## config.mk

```make
export PLATFORM = sky130hd
export DESIGN_NAME = pipe_sel_reg
export DESIGN_NICKNAME = d
export VERILOG_FILES = /design/src/rtl/pipe_sel_reg.sv
export SDC_FILE = /design/constraint.sdc
export NUM_CORES = 1
export LEC_CHECK = 0
export ABC_CLOCK_PERIOD_IN_PS = 1540
export CAP_MARGIN = 20
export CORE_AREA = 5 5 42 44
export DETAILED_ROUTE_END_ITERATION = 12
export DIE_AREA = 0 0 47 49
export PLACE_DENSITY_LB_ADDON = 0.1
export RECOVER_POWER = 25
export SLEW_MARGIN = 10
export SYNTH_ARGS = -nofsm -noshare
export SYNTH_HDL_FRONTEND = slang
export SYNTH_SLANG_ARGS = --single-unit
```

## constraint.sdc

```tcl
create_clock -name clk -period 1.54 [get_ports clk]
set_input_delay 0.385 -clock clk [delete_from_list [all_inputs] [get_ports clk]]
set_output_delay 0.385 -clock clk [all_outputs]
set_load 0.02 [all_outputs]
```

## src/rtl/pipe_sel_reg.sv

```systemverilog
// pipe_sel_reg -- parametrised N:1 select feeding a PIPE_DEPTH-deep register
// chain with per-stage valid, stall and flush. Typical use is the write-back
// destination select (rt / rd / $31) registered into the next pipe stage.
//
// Optional feature macro: PIPE_SEL_BADSEL_EN (adds sticky sel_err output).
//
// Ports:
//   clk        system clock, rising edge
//   reset      asynchronous active-high reset
//   in_data    NUM_IN packed channels, channel k = in_data[k*WIDTH +: WIDTH]
//   sel        binary channel select
//   in_valid   input qualifier (data is captured regardless)
//   stall      hold every stage
//   flush      clear every stage to RST_VAL/invalid; beats stall
//   out_data   last-stage data
//   out_valid  last-stage valid
//   sel_err    (PIPE_SEL_BADSEL_EN only) sticky: valid sample with bad select

// One pipeline register stage: clear beats enable.
module pipe_sel_stage #(
  parameter int               WIDTH   = 5,
  parameter logic [WIDTH-1:0] RST_VAL = '0
) (
  input  logic             clk,
  input  logic             reset,
  input  logic             en,
  input  logic             clr,
  input  logic [WIDTH-1:0] d,
  input  logic             dv,
  output logic [WIDTH-1:0] q,
  output logic             qv
);
  always_ff @(posedge clk or posedge reset) begin
    if (reset) begin
      q  <= RST_VAL;
      qv <= 1'b0;
    end else if (clr) begin
      q  <= RST_VAL;
      qv <= 1'b0;
    end else if (en) begin
      q  <= d;
      qv <= dv;
    end
  end
endmodule

module pipe_sel_reg #(
  parameter int               WIDTH      = 5,
  parameter int               NUM_IN     = 4,
  parameter int               SEL_W      = 2,
  parameter int               PIPE_DEPTH = 1,
  parameter logic [WIDTH-1:0] RST_VAL    = '0
) (
  input  logic                    clk,
  input  logic                    reset,
  input  logic [NUM_IN*WIDTH-1:0] in_data,
  input  logic [SEL_W-1:0]        sel,
  input  logic                    in_valid,
  input  logic                    stall,
  input  logic                    flush,
  output logic [WIDTH-1:0]        out_data,
  output logic                    out_valid
`ifdef PIPE_SEL_BADSEL_EN
  ,
  output logic                    sel_err
`endif
);

  // Index 0 is the combinational select result; 1..PIPE_DEPTH are registers.
  logic [PIPE_DEPTH:0][WIDTH-1:0] dat_pipe;
  logic [PIPE_DEPTH:0]            vld_pipe;
  logic [WIDTH-1:0]               mux;
  logic                           bad;

  // Codes NUM_IN..2**SEL_W-1 select nothing.
  assign bad = ({1'b0, sel} >= (SEL_W+1)'(NUM_IN));

  always_comb begin
    mux = RST_VAL;
    for (int k = 0; k < NUM_IN; k++)
      if (sel == SEL_W'(k)) mux = in_data[k*WIDTH +: WIDTH];
  end

  assign dat_pipe[0] = bad ? RST_VAL : mux;
  assign vld_pipe[0] = in_valid & ~bad;

  for (genvar i = 0; i < PIPE_DEPTH; i++) begin : g_stage
    pipe_sel_stage #(
      .WIDTH   (WIDTH),
      .RST_VAL (RST_VAL)
    ) u_stage (
      .clk   (clk),
      .reset (reset),
      .en    (~stall),
      .clr   (flush),
      .d     (dat_pipe[i]),
      .dv    (vld_pipe[i]),
      .q     (dat_pipe[i+1]),
      .qv    (vld_pipe[i+1])
    );
  end

  assign out_data  = dat_pipe[PIPE_DEPTH];
  assign out_valid = vld_pipe[PIPE_DEPTH];

`ifdef PIPE_SEL_BADSEL_EN
  // Sticky; only reset clears it, flush deliberately does not.
  always_ff @(posedge clk or posedge reset) begin
    if (reset)
      sel_err <= 1'b0;
    else if (!flush && !stall && in_valid && bad)
      sel_err <= 1'b1;
  end
`endif

endmodule

```

==> impl_metrics.yaml <==
clocking:
  htree_levels: 1
  cts.sinks: 6
  cts-root-buf: "clkbuf_4"
  clk_pin_slew_ns: 0.05
  hold_buffers: 0
  clockBufferDepth: 2
  clk_latency_ns: 0.24
  numCtsBuffers: 3
  cts_tree: "done"
setup_path:
  cp-startpoint: "flush"
  slowest_delay_ns: 0.46
  cp.arrival_ns: 1.54
  start_kind: "input pin"
  critPathKind: "input pin to register"
  path_max_fanout: 5
  crit_family: "simple AND/OR/NAND/NOR gates"
  cp_data_required_time_ns: 1.68
  crit_chain: "clkdlybuf4s50_1 > or3b_1 > o221ai_1"
  cp-end-kind: "register"
  reg2reg_from: "g_stage[0].u_stage.q[3]"
  path_buf_inv: 1
  cp_slowest_cell: "or3b_1"
floorplanning:
  ios: 33
  fp.dieW_um: 47
  die_h_um: 49
  core_um2: 1400
  die-area_um2: 2300
  start_util_pct: 26.9
  num_rows: 14
timing:
  tightest_slew_ns: 0.224
  layout_setup_ws_ns: 0.143
  hold_slack_ns: 0.487
  hold_viol: 0
  timing.fmax_mhz: 716
  post-route-min-period_ns: 1.40
  clock_skew_ns: 0
  finalCritPeriodShare_pct: 90.7
  rsz0062_at_grt: "false"
  finalSetupViolCount: 0
  slew_headroom_pct: 85.1
  maxSlewViolCount: 0
  tns_ns: 0
hold_path:
  hold_class: "input pin to async pin"
layout:
  diodes: 0
  nets: 100
  fin_area_um2: 757
  utilization_pct: 54.0
  nFillCells: 142
  drive_gt1_share_pct: 11.3
  stdcell_count: 87
  syn2layout_area_growth_pct: 101
place:
  dpl_cell_area_um2: 742
  io_buffer_count: 32
  dp_slack_ns: -0.112
  place_hpwl_um: 1050
  dp.cells: 84
  gp_congestion: 0.718
yosys:
  yosysSeqAreaShare_pct: 39.9
  syn_nets: 60
  ys_ff_latch: 6
  yosys_warnings: 0
  synth.distinct_cells: 10
  synth.avg_cell_area_um2: 11.4
  syn_area_um2: 377
  synth_cells: 33
global_route:
  antenna_found_initial: 0
  use_met2_pct: 13.8
  grt_pass1_vias: 377
  grt_max_degree: 7
  track_usage_pct: 10.1
  busiest_layer: "met2"
  grt_pass1_wl_um: 1650
  grtUsageMet3_pct: 7.01
  grt-ovfl-total: 0
  met1_usage_pct: 13.5
power_and_ir_drop:
  leakagePower_nw: 0.358
  power_uw: 472
  comb_power_share_pct: 32.7
  power_frac_clock_pct: 30.2
  p_per_area_nw_per_um2: 624
  p_seq_share_pct: 37.1
  switching_share_pct: 24.8
  intPower_uw: 355
  irDropWorstVdd_mv: 0.363
  p_switching_uw: 117
outcome:
  status: "finished, final reports clean"
drt:
  drt_iter0_markers: 2
  vias: 412
  drc_errors: 0
  viasPerCell: 4.74
  drt_pass1_iterations: 4
  ant_nets: 0
  wirelength_um: 1220
  wl_per_cell_um: 14.0
run:
  drv_cap: 0
==> state kept, by name, summed over array words and instances (netlist names) <==
name / flops
g_stage.u_stage.qv: 1
g_stage.u_stage.q: 5
==> layout make-up <==
type / instances / area (um2) / area share (%)
well taps: 16 / 20.0 / 2.64
multi-input cells: 24 / 210 / 27.8
repair buffers: 37 / 350 / 46.3
flip-flops and latches: 6 / 150 / 19.8
inverters: 1 / 3.75 / 0.496
clock buffers: 3 / 22.5 / 2.98
==> cell usage in the layout, fill, tap and decap left out, drive strengths merged <==
| master | n |
|---|---|
| clkdlybuf4s50 | 25 |
| mux2i | 11 |
| dfrtp | 6 |
| dlygate4sd2 | 6 |
| nand3b | 5 |
| o221ai | 5 |
| buf | 5 |
| clkbuf | 3 |
| or3 | 1 |
| or3b | 1 |
| nor2 | 1 |
| inv | 1 |
| dlygate4sd3 | 1 |
==> power groups by stage <==
stage | logic (mW) | clock network [mW] | registers [mW]
floorplan | 0.0439 | 0 | 0.192
global placement | 0.164 | 0 | 0.179
detailed placement | 0.165 | 0 | 0.178
CTS | 0.158 | 0.149 | 0.175
global route | 0.164 | 0.161 | 0.176
finish | 0.155 | 0.143 | 0.175
==> routing by layer <==
metal	part of all wire, %	wire, um
met1	43	519
met2	44	540
met3	13	157
met4	0	0
met5	0	0
==> cell usage after synthesis <==
cell type | number | area, um2
buf_4 | 1 | 7.51
buf_2 | 1 | 5.00
nand3b_1 | 5 | 37.5
dfrtp_1 | 6 | 150
nor2_1 | 1 | 3.75
mux2i_1 | 11 | 110
inv_1 | 1 | 3.75
or3b_1 | 1 | 8.76
or3_1 | 1 | 6.26
o221ai_1 | 5 | 43.8
==> path summary, 6_finish.rpt <==
path                            slack [ns]  depth (start not counted)                       to
worst min-delay path                  0.49                          2  g_stage[0].u_stage.q[1]
worst min register to register        0.52                          2    g_stage[0].u_stage.qv
worst max register to register        0.81                          2  g_stage[0].u_stage.q[3]
min in group clk                      0.52                          2    g_stage[0].u_stage.qv
max in group asynchronous             0.86                          2    g_stage[0].u_stage.qv
worst max-delay path                  0.14                          3  g_stage[0].u_stage.q[0]
==> worst register-to-register path, stage by stage (launching register included) <==
cell and delay, ns:
dfrtp_1 0.38, nand3b_1 0.10, o221ai_1 0.11
==> what timing repair did <==
action,in CTS,in global routing
endpoints found under the setup margin,6,0
gates resized for setup,6,0
buffers inserted,0,0
==> kinds of logic (layout without fill, tap and decap cells) <==
kind of cell / count (synthesis) / count (layout) / synth area share [%]
DFF: 6 / 6 / 39.9
and+or+nand+nor: 8 / 8 / 15.0
muxes: 11 / 11 / 29.2
AOI/OAI and AO/OA: 5 / 5 / 11.6
buffers and inverters: 3 / 41 / 4.32
No activity file was read; power rests on OpenSTA's default activity.
